File: config.mk
export PLATFORM = sky130hd
export DESIGN_NAME = seg_scan_driver
export DESIGN_NICKNAME = d
export VERILOG_FILES = /design/src/rtl/seg_scan_driver.sv
export SDC_FILE = /design/constraint.sdc
export NUM_CORES = 1
export LEC_CHECK = 0
export BUFFER_PORTS_ARGS = -buffer_cell sky130_fd_sc_hd__buf_4
export CORE_MARGIN = 5
export CORE_UTILIZATION = 57
export DETAILED_ROUTE_END_ITERATION = 16
export PLACE_DENSITY = 0.79
export SETUP_SLACK_MARGIN = 0.15
export SLEW_MARGIN = 20
export SYNTH_ARGS = -nofsm -noshare
export SYNTH_HDL_FRONTEND = slang
export SYNTH_SLANG_ARGS = --single-unit
File: constraint.sdc
create_clock -name clk -period 8.9 [get_ports clk]
set_clock_uncertainty 0.15 [all_clocks]
set_input_delay 0.445 -clock clk [delete_from_list [all_inputs] [get_ports clk]]
set_output_delay 0.445 -clock clk [all_outputs]
set_load 0.02 [all_outputs]
File: src/rtl/seg_scan_driver.sv
// -----------------------------------------------------------------------------
// seg_scan_driver
//
// Time-multiplexed driver for NUM_DIGITS common-anode seven-segment digits
// that share one segment bus. Each digit is driven for ON_CYCLES clocks,
// separated by GAP_CYCLES clocks with every anode off so that the segment
// bus can settle without ghosting into the neighbouring digit.
//
// The value shown is double-buffered: a load strobe writes the pending
// register, and the pending contents are copied into the display register
// only on entry into digit 0. A whole frame therefore always comes from one
// value and an update can never tear across digits.
//
// Ports:
//   clk          system clock
//   reset        synchronous, active-low reset
//   load         one-cycle strobe; captures value/dp_in into the pending buffer
//   value        hex nibbles, nibble k = value[4k+3:4k] = digit k (0 = LSD)
//   dp_in        per-digit decimal point, 1 = lit; buffered together with value
//   blank_mask   1 = digit k dark; applied live, not buffered
//   lz_en        leading-zero suppression enable; applied live
//   segs         {a,b,c,d,e,f,g} = segs[6:0], active-low
//   dp           decimal point, active-low
//   anodes       digit enables, active-low, at most one low at any time
//   frame_start  one-cycle pulse on the first ON cycle of digit 0
//   pending      1 = buffered value not yet committed to the display
//
// Handshake: load is a plain strobe with no back-pressure. Every cycle with
// load=1 is accepted; a later load before the commit overwrites an earlier one.
//
// All outputs are registered. The output comb process computes what the
// pins must show in the state being entered, so the registered pins line up
// with the state register and never glitch.
// -----------------------------------------------------------------------------
module seg_scan_driver #(
    parameter int NUM_DIGITS = 2,
    parameter int ON_CYCLES  = 2048,
    parameter int GAP_CYCLES = 64
) (
    input  logic                      clk,
    input  logic                      reset,
    input  logic                      load,
    input  logic [4*NUM_DIGITS-1:0]   value,
    input  logic [NUM_DIGITS-1:0]     dp_in,
    input  logic [NUM_DIGITS-1:0]     blank_mask,
    input  logic                      lz_en,
    output logic [6:0]                segs,
    output logic                      dp,
    output logic [NUM_DIGITS-1:0]     anodes,
    output logic                      frame_start,
    output logic                      pending
);

    localparam int IDX_W   = (NUM_DIGITS > 1) ? $clog2(NUM_DIGITS) : 1;
    localparam int CNT_MAX = (ON_CYCLES > GAP_CYCLES) ? ON_CYCLES : GAP_CYCLES;
    localparam int CNT_W   = (CNT_MAX > 1) ? $clog2(CNT_MAX) : 1;
    localparam int VAL_W   = 4 * NUM_DIGITS;

    localparam logic [CNT_W-1:0] ON_LAST  = CNT_W'(ON_CYCLES - 1);
    localparam logic [CNT_W-1:0] GAP_LAST = CNT_W'(GAP_CYCLES - 1);
    localparam logic [IDX_W-1:0] IDX_LAST = IDX_W'(NUM_DIGITS - 1);

    typedef enum logic {
        ST_GAP = 1'b0,
        ST_ON  = 1'b1
    } state_t;

    // ------------------------------------------------------------------
    // Scan FSM state
    // ------------------------------------------------------------------
    state_t           state;
    state_t           state_next;
    logic [CNT_W-1:0] cnt;
    logic [CNT_W-1:0] cnt_next;
    logic [IDX_W-1:0] idx;
    logic [IDX_W-1:0] idx_next;

    // ------------------------------------------------------------------
    // Buffers
    // ------------------------------------------------------------------
    logic [VAL_W-1:0]      disp_val;
    logic [VAL_W-1:0]      disp_val_next;
    logic [NUM_DIGITS-1:0] disp_dp;
    logic [NUM_DIGITS-1:0] disp_dp_next;
    logic [VAL_W-1:0]      pend_val;
    logic [NUM_DIGITS-1:0] pend_dp;
    logic                  pending_next;

    logic enter_d0;
    logic commit;

    // ------------------------------------------------------------------
    // Output staging
    // ------------------------------------------------------------------
    logic [6:0]            segs_next;
    logic                  dp_next;
    logic [NUM_DIGITS-1:0] anodes_next;
    logic                  frame_start_next;
    logic [NUM_DIGITS-1:0] suppressed;
    logic                  run_zero;
    logic [3:0]            cur_nib;
    logic                  cur_dp;
    logic                  cur_dark;

    // Hex nibble to active-low {a,b,c,d,e,f,g}.
    function automatic logic [6:0] hex_to_segs(input logic [3:0] nib);
        logic [6:0] s;
        case (nib)
            4'h0:    s = 7'b0000001;
            4'h1:    s = 7'b1001111;
            4'h2:    s = 7'b0010010;
            4'h3:    s = 7'b0000110;
            4'h4:    s = 7'b1001100;
            4'h5:    s = 7'b0100100;
            4'h6:    s = 7'b0100000;
            4'h7:    s = 7'b0001111;
            4'h8:    s = 7'b0000000;
            4'h9:    s = 7'b0001100;
            4'hA:    s = 7'b0001000;
            4'hB:    s = 7'b1100000;
            4'hC:    s = 7'b0110001;
            4'hD:    s = 7'b1000010;
            4'hE:    s = 7'b0110000;
            4'hF:    s = 7'b0111000;
            default: s = 7'b1111111;
        endcase
        return s;
    endfunction

    // ------------------------------------------------------------------
    // FSM process 1: state register
    // ------------------------------------------------------------------
    always_ff @(posedge clk) begin
        if (!reset) begin
            state <= ST_GAP;
            cnt   <= '0;
            idx   <= '0;
        end else begin
            state <= state_next;
            cnt   <= cnt_next;
            idx   <= idx_next;
        end
    end

    // ------------------------------------------------------------------
    // FSM process 2: next-state logic
    // idx already points at the next digit while in GAP, so the digit to
    // be lit is known before the ON phase begins.
    // ------------------------------------------------------------------
    always_comb begin
        state_next = state;
        cnt_next   = cnt + 1'b1;
        idx_next   = idx;
        case (state)
            ST_GAP: begin
                if (cnt == GAP_LAST) begin
                    state_next = ST_ON;
                    cnt_next   = '0;
                end
            end
            ST_ON: begin
                if (cnt == ON_LAST) begin
                    state_next = ST_GAP;
                    cnt_next   = '0;
                    idx_next   = (idx == IDX_LAST) ? '0 : idx + 1'b1;
                end
            end
            default: begin
                state_next = ST_GAP;
                cnt_next   = '0;
                idx_next   = '0;
            end
        endcase
    end

    // Entry into digit 0 is the only point where the display may change.
    assign enter_d0 = (state == ST_GAP) && (cnt == GAP_LAST) && (idx == '0);
    assign commit   = enter_d0 && pending;

    // ------------------------------------------------------------------
    // Buffer next values. A load on the commit cycle lands in the pending
    // register while the older pending data moves to the display, so
    // pending stays set for the following frame.
    // ------------------------------------------------------------------
    always_comb begin
        disp_val_next = commit ? pend_val : disp_val;
        disp_dp_next  = commit ? pend_dp  : disp_dp;
        if (load) begin
            pending_next = 1'b1;
        end else if (commit) begin
            pending_next = 1'b0;
        end else begin
            pending_next = pending;
        end
    end

    always_ff @(posedge clk) begin
        if (!reset) begin
            disp_val <= '0;
            disp_dp  <= '0;
            pend_val <= '0;
            pend_dp  <= '0;
            pending  <= 1'b0;
        end else begin
            disp_val <= disp_val_next;
            disp_dp  <= disp_dp_next;
            pending  <= pending_next;
            if (load) begin
                pend_val <= value;
                pend_dp  <= dp_in;
            end
        end
    end

    // ------------------------------------------------------------------
    // Leading-zero suppression: walk from the most significant digit down,
    // tracking whether every nibble seen so far is zero. Digit 0 is always
    // shown so a zero value still displays "0".
    // ------------------------------------------------------------------
    always_comb begin
        suppressed = '0;
        run_zero   = 1'b1;
        for (int k = NUM_DIGITS - 1; k >= 0; k--) begin
            run_zero      = run_zero && (disp_val_next[4*k +: 4] == 4'h0);
            suppressed[k] = lz_en && run_zero && (k > 0);
        end
    end

    // ------------------------------------------------------------------
    // FSM process 3: output logic for the state being entered.
    // Blanked or suppressed digits keep their anode low so the scan
    // timing and brightness of the other digits are unaffected.
    // ------------------------------------------------------------------
    always_comb begin
        segs_next        = 7'h7F;
        dp_next          = 1'b1;
        anodes_next      = '1;
        frame_start_next = enter_d0;
        cur_nib          = 4'h0;
        cur_dp           = 1'b0;
        cur_dark         = 1'b1;
        if (state_next == ST_ON) begin
            for (int k = 0; k < NUM_DIGITS; k++) begin
                if (idx_next == IDX_W'(k)) begin
                    anodes_next[k] = 1'b0;
                    cur_nib        = disp_val_next[4*k +: 4];
                    cur_dp         = disp_dp_next[k];
                    cur_dark       = blank_mask[k] || suppressed[k];
                end
            end
            if (!cur_dark) begin
                segs_next = hex_to_segs(cur_nib);
                dp_next   = ~cur_dp;
            end
        end
    end

    always_ff @(posedge clk) begin
        if (!reset) begin
            segs        <= 7'h7F;
            dp          <= 1'b1;
            anodes      <= '1;
            frame_start <= 1'b0;
        end else begin
            segs        <= segs_next;
            dp          <= dp_next;
            anodes      <= anodes_next;
            frame_start <= frame_start_next;
        end
    end

endmodule

==> metrics.yaml, run 1 <==
cells_and_area:
  regArea_um2: 901
  fin_cells: 290
  post-route-util_pct: 66.0
  antenna_cells: 0
  layout-drive-gt1-share_pct: 19.8
  n_fill_cell: 307
  nets: 264
  multi_input_area_um2: 1110
  area_growth_syn_to_layout_pct: 14.1
cts:
  cts_setup_buffers: 0
  cts_tree: "yes"
  clock_latency_ns: 0.37
  h-tree-depth: 2
  clk_pin_slew_ns: 0.13
  cts_sinks: 45
  holdBufCountCts: 0
  clock_path_buffers: 2
  cts_resized: 0
  cts_inserted_buffers: 5
  cts_root_buf: "clkbuf_4"
power:
  max-vdd-ir-drop_mv: 0.0749
  power.leakage_nw: 0.977
  power.total_uw: 336
  cellPowerDensity_nw_per_um2: 142
placement:
  numPortBuffers: 27
  gp_congestion: 0.814
  dp_cells: 282
  place_hpwl_um: 2670
synth:
  synth_edf_count: 0
  synth_seq_cells: 45
  syn_nets: 237
  synthArstFlopShare_pct: 0
  ys_warn_count: 0
  synthDistinctLibCells: 40
  synth_flop_cell: "dfxtp_1"
  netlist_instances: 214
  ys_seq_area_share_pct: 43.5
  synth_area_per_cell_um2: 9.68
  syn_area_um2: 2070
timing:
  setup_violations: 0
  period_needed_ns: 3.76
  tns_ns: 0
  slew_headroom_pct: 27.0
  worst_slew_pin_slew_ns: 1.09
  drv_slew: 0
  hold_violations: 0
  rsz0062_at_grt: "false"
  max_freq_mhz: 266
  fin_crit_sh_pct: 42.3
detailed_routing:
  remaining_drc_errors: 0
  first_iter_violations: 48
  drt_first_pass_iters: 4
  routed-via-count: 1542
  ant_nets: 0
  wl_per_cell_um: 12.4
  drt_wl_total_um: 3580
  routed_via_density: 5.32
die:
  dieWidth_um: 70.3
  ios: 28
  die-area_um2: 4940
  core-area_um2: 3580
  die_y_um: 70.3
  fp-row-count: 22
  initial_utilization_pct: 57.9
grt:
  grt_overflow: 0
  grt_pass1_wl_um: 6420
  grt_pass1_vias: 1529
  antenna_found_initial: 0
  grt_usage_pct: 16.0
  grt_max_degree: 27
setup_path:
  worst_setup_path_start_kind: "flop"
  crit_type: "flop to flop"
  crit_chain: "or4_4 > nor4_4 > nand2b_4 > nor3b_4 > mux2i_1 > inv_1 > ha_1 > o211ai_1 > o211a_1 > o31ai_2"
  cp.required_ns: 9.04
  cp.arrival_ns: 3.90
  cpPeakStageDelay_ns: 0.58
  cpMaxStageDelayCell: "nor3b_4"
  crit_path_end_kind: "flop"
  cp_max_fo: 14
run:
  cap_violations: 0
outcome:
  outcome: "complete, no violations"
worst_hold_path:
  hold_path.class: "input port to flop"
[worst paths after layout]
kind         startpoint  cells past startpoint  slack [ns]          to
min            dp_in[1]                      3        0.17  pend_dp[1]
min reg2reg  disp_dp[0]                      2        0.32  disp_dp[0]
max reg2reg      cnt[6]                     10        5.14     segs[3]
max              cnt[6]                     10        5.14     segs[3]
[metrics by stage]
stage	setup slack [ns]	hold WS [ns]	area, um2
detailed placement	5.14	0.307	2290
floorplan	5.78	0.280	2070
CTS	5.12	0.177	2360
global placement	5.33	0.295	2290
global route	4.89	0.173	2360
finish	5.14	0.174	2360
[critical path: cells and delay by family, from the launching register on]
kind,cells,cell delay (ns)
fa+ha+maj,1,0.38
mux,1,0.53
buf+inv,1,0.16
compound gates,3,0.52
simple gates,4,1.55
flops,1,0.38
[cell usage after synthesis (all sizes together) (2+ instances only)]
master	number	area (um2)
dfxtp	45	901
nand2	31	116
mux2i	21	210
nor2	16	60.1
nor2b	12	75.1
a21boi	10	75.1
nand3	9	50.1
ha	7	87.6
xnor2	7	61.3
inv	6	22.5
a21oi	4	20.0
clkbuf	4	15.0
nor4	4	40.0
o21ai	4	31.3
buf	3	26.3
o211a	3	30.0
xor2	3	26.3
a211oi	2	15.0
a221o	2	20.0
and3	2	15.0
mux2	2	22.5
nor3	2	10.0
o211ai	2	15.0
[area by class of cell]
| class | count | share of cell area, % |
|---|---|---|
| clock buffers | 7 | 2.75 |
| clock inverters | 1 | 0.212 |
| inverters | 6 | 0.953 |
| multi-input cells | 156 | 46.9 |
| flip-flops and latches | 45 | 38.1 |
| well taps | 48 | 2.54 |
| repair buffers | 27 | 8.58 |
[flip-flops by register name (all words and copies together) (netlist names)]
signal	count
anodes	2
idx	1
pending	1
cnt	11
segs	7
disp_dp	2
pend_val	8
dp	1
state	1
frame_start	1
pend_dp	2
disp_val	8
[power breakdown]
group	switching, mW	total [mW]	leakage (nW)	internal (mW)
clock network	0.0633	0.109	0.0413	0.0458
logic	0.00714	0.0175	0.570	0.0104
registers	0.00348	0.209	0.366	0.206
total	0.0739	0.336	0.977	0.262
[layout by cell type, fill, tap and decap left out, types with 4 or more instances in the layout]
master	synthesis	routed
a21boi_0	10	10
a21oi_1	4	4
buf_4	0	27
clkbuf_4	0	5
dfxtp_1	45	45
ha_1	7	7
inv_1	6	6
mux2i_1	21	21
nand2_1	31	31
nand3_1	8	8
nor2_1	16	16
nor2b_1	12	12
xnor2_1	7	7
[kinds of logic (layout without fill, tap and decap cells)]
kind of cell / after synthesis / in the layout / synth area share [%]
buffers and inverters: 13 / 41 / 3.08
xor gates and xnor gates: 10 / 10 / 4.23
muxes: 23 / 23 / 11.2
AOI/OAI and AO/OA: 32 / 32 / 12.1
adders and majority gates: 7 / 7 / 4.23
DFF: 45 / 45 / 43.5
and+or+nand+nor: 84 / 84 / 21.7
[per-layer routing]
| metal | vias up | wire length, um | global-route usage [%] |
|---|---|---|---|
| met5 | - | 0 | 0 |
| met4 | 0 | 103 | 8.94 |
| met3 | 10 | 192 | 3.88 |
| met2 | 31 | 1690 | 26.9 |
| met1 | 702 | 1590 | 18.3 |
| li1 | 799 | - | - |
Note: power is estimated with default switching activity, not from simulation.
==> run 2: changes to the inputs <==
--- a/config.mk
+++ b/config.mk
@@ -5,11 +5,12 @@
 export SDC_FILE = /design/constraint.sdc
 export NUM_CORES = 1
 export LEC_CHECK = 0
+export ABC_AREA = 1
 export BUFFER_PORTS_ARGS = -buffer_cell sky130_fd_sc_hd__buf_4
 export CORE_MARGIN = 5
-export CORE_UTILIZATION = 57
+export CORE_UTILIZATION = 51
 export DETAILED_ROUTE_END_ITERATION = 16
-export PLACE_DENSITY = 0.79
+export PLACE_DENSITY = 0.75
 export SETUP_SLACK_MARGIN = 0.15
 export SLEW_MARGIN = 20
 export SYNTH_ARGS = -nofsm -noshare
==> constraint.sdc (replaced) <==
create_clock -name clk -period 3.45 [get_ports clk]
set_clock_uncertainty 0.15 [all_clocks]
set_input_delay 0.1725 -clock clk [delete_from_list [all_inputs] [get_ports clk]]
set_output_delay 0.1725 -clock clk [all_outputs]
set_load 0.02 [all_outputs]
==> run 2 against run 1 <==
Sequential power grew to 2.6 times the previous value. Maximum frequency is 41% higher. Routed wire length rose by 13%. Register-to-register slack worse by 4.4 ns. Combinational power rose to 2.9 times the previous value. Global-route usage rose by 0.24 points. Setup slack worse by 4.4 ns. Cell area is 7.7% higher. Clock power increased to 3.7 times the previous value. Synthesized cell count rose by 29%. Non-clock buffer count grew 10. Via count is 18% higher. Largest cell class unchanged.
==> metrics.yaml, run 2 <==
outcome:
  outcome: "complete, no violations"
cells_and_area:
  antenna_cells: 0
  largest_reg_flops: 11
  area_growth_syn_to_layout_pct: 21.4
  nets: 337
  fin_cells: 365
  multi_input_area_um2: 1090
  n_fill_cell: 348
  regMostFlops: "cnt"
  final_cell_mix: "nand2_1 (64), dfxtp_1 (45), nor2_1 (40)"
  regArea_um2: 901
  layout-drive-gt1-share_pct: 20.0
  final_common_cell: "nand2_1"
  reg_top3: "cnt x11, disp_val x8, pend_val x8"
cts:
  clock_latency_ns: 0.30
  holdBufCountCts: 10
  cts_root_buf: "clkbuf_8"
  cts_resized: 0
  cts_setup_buffers: 0
  cts_inserted_buffers: 5
  cts_sinks: 45
  clk_pin_slew_ns: 0.09
  clock_path_buffers: 2
  cts_tree: "yes"
  h-tree-depth: 2
die:
  die_y_um: 74.1
  ios: 28
  dieWidth_um: 74.1
  core-area_um2: 4000
  initial_utilization_pct: 52.4
  fp-row-count: 23
  die-area_um2: 5490
synth:
  netlist_instances: 276
  synth_area_per_cell_um2: 7.60
  synthDistinctLibCells: 26
  syn_area_um2: 2100
  synth_area_leader_cell: "dfxtp_1"
  ys_warn_count: 0
  synthTopCellsByCount: "nand2_1 (64), dfxtp_1 (45), nor2_1 (40)"
  yosysMostFrequentCell: "nand2_1"
  synthDominantCellAreaShare_pct: 43.0
  synthArstFlopShare_pct: 0
  synth_edf_count: 0
  synth_flop_cell: "dfxtp_1"
  synth_seq_cells: 45
  ys_seq_area_share_pct: 43.0
  synth_area_leaders: "dfxtp_1 (43%), nand2_1 (11%), nor2_1 (7.2%), nand3_1 (6.2%), ha_1 (4.2%)"
  syn_nets: 299
detailed_routing:
  wl_per_cell_um: 11.1
  drt_first_pass_iters: 4
  drt_wl_total_um: 4040
  remaining_drc_errors: 0
  routed-via-count: 1814
  ant_nets: 0
  routed_via_density: 4.97
  first_iter_violations: 99
grt:
  grt_pass1_vias: 1693
  grt_usage_pct: 16.2
  antenna_found_initial: 0
  grt_overflow: 0
  grt_max_degree: 18
  grt_pass1_wl_um: 7050
run:
  cap_violations: 0
placement:
  gp_congestion: 0.809
  dp_cells: 347
  place_hpwl_um: 3050
  numPortBuffers: 27
setup_path:
  worst_setup_path_start_kind: "flop"
  cp.arrival_ns: 2.71
  r2r_slack_ns: 0.78
  cp_max_fo: 11
  crit_type: "flop to flop"
  cp.required_ns: 3.50
  crit_path_end_kind: "flop"
timing:
  slew_headroom_pct: 67.5
  worst_slew_pin_slew_ns: 0.484
  fin_crit_sh_pct: 77.3
  hold_violations: 0
  setup_violations: 0
  tns_ns: 0
  max_freq_mhz: 375
  rsz0062_at_grt: "false"
  period_needed_ns: 2.67
  drv_slew: 0
power:
  power.leakage_nw: 1.13
  cellPowerDensity_nw_per_um2: 388
  max-vdd-ir-drop_mv: 0.311
worst_hold_path:
  hold_path.class: "input port to flop"
## run 2: changes by cell type in the layout (fill, tap and decap cells not counted), sizes merged, moves of 12 or more
cell	change
nor2b	-12
mux2i	-20
nor2	+31
inv	+13
nand2	+43
nand3	+25
## run 2: cell families (layout without fill, tap and decap cells)
kind of cell	count (synthesis)	count (layout)	synth area share [%]
AOI/OAI and AO/OA	24	24	6.33
xor gates and xnor gates	3	3	1.25
adders and majority gates	7	7	4.18
buffers and inverters	26	65	5.07
DFF	45	45	43.0
muxes	1	1	0.477
and+or+nand+nor	170	170	39.7
## run 2: power breakdown
part | switching (mW) | internal, mW
Clock | 0.181 | 0.217
Combinational | 0.0235 | 0.0271
Sequential | 0.00822 | 0.531
## run 2: cell type report
cell class / instances / share of cell area (%)
clock buffers: 5 / 2.70
clock inverters: 3 / 1.82
inverters: 20 / 2.95
multi-input cells: 205 / 42.8
flip-flops and latches: 45 / 35.4
well taps: 50 / 2.46
repair buffers: 37 / 11.9
## run 2: worst max-delay path: stages, from the launching register on
cell and delay (ns):
dfxtp_1 0.36, ha_1 0.21, nand3_1 0.13, nor2_2 0.14, nand4_1 0.41, nand2_1 0.26, nand3_1 0.09, nand2_1 0.17
inv_1 0.11, ha_1 0.20, nand3_1 0.12, nand3_1 0.09, nand2_1 0.08, nand2_2 0.04
## run 2: path summary, 6_finish.rpt
check / depth (start not counted) / start / endpoint
setup / recovery: 13 / cnt[0] / segs[0]
hold / removal: 3 / reset / pend_dp[1]
setup reg to reg: 13 / cnt[0] / segs[0]
hold reg to reg: 1 / cnt[0] / cnt[0]
## run 2: metal layers
metal / GRT usage, % / up-vias / share of wire [%]
li1: - / 970 / -
met1: 19.9 / 803 / 48
met2: 28.2 / 37 / 47
met3: 4.05 / 4 / 4.8
met4: 4.23 / 0 / 0.69
met5: 0 / - / 0
## run 2: through the flow
stage          power [mW]  util, %  setup slack, ns  hold slack, ns  area, um2
2_1_floorplan       0.572        -             1.27           0.157       2100
3_3_place_gp        0.592     58.3            0.929           0.242       2330
3_5_place_dp        0.593     58.3            0.793           0.250       2330
4_1_cts             0.999     63.7            0.777          0.0279       2550
5_1_grt              1.03     63.7            0.497          0.0516       2550
6_report            0.987     63.7            0.782          0.0348       2550
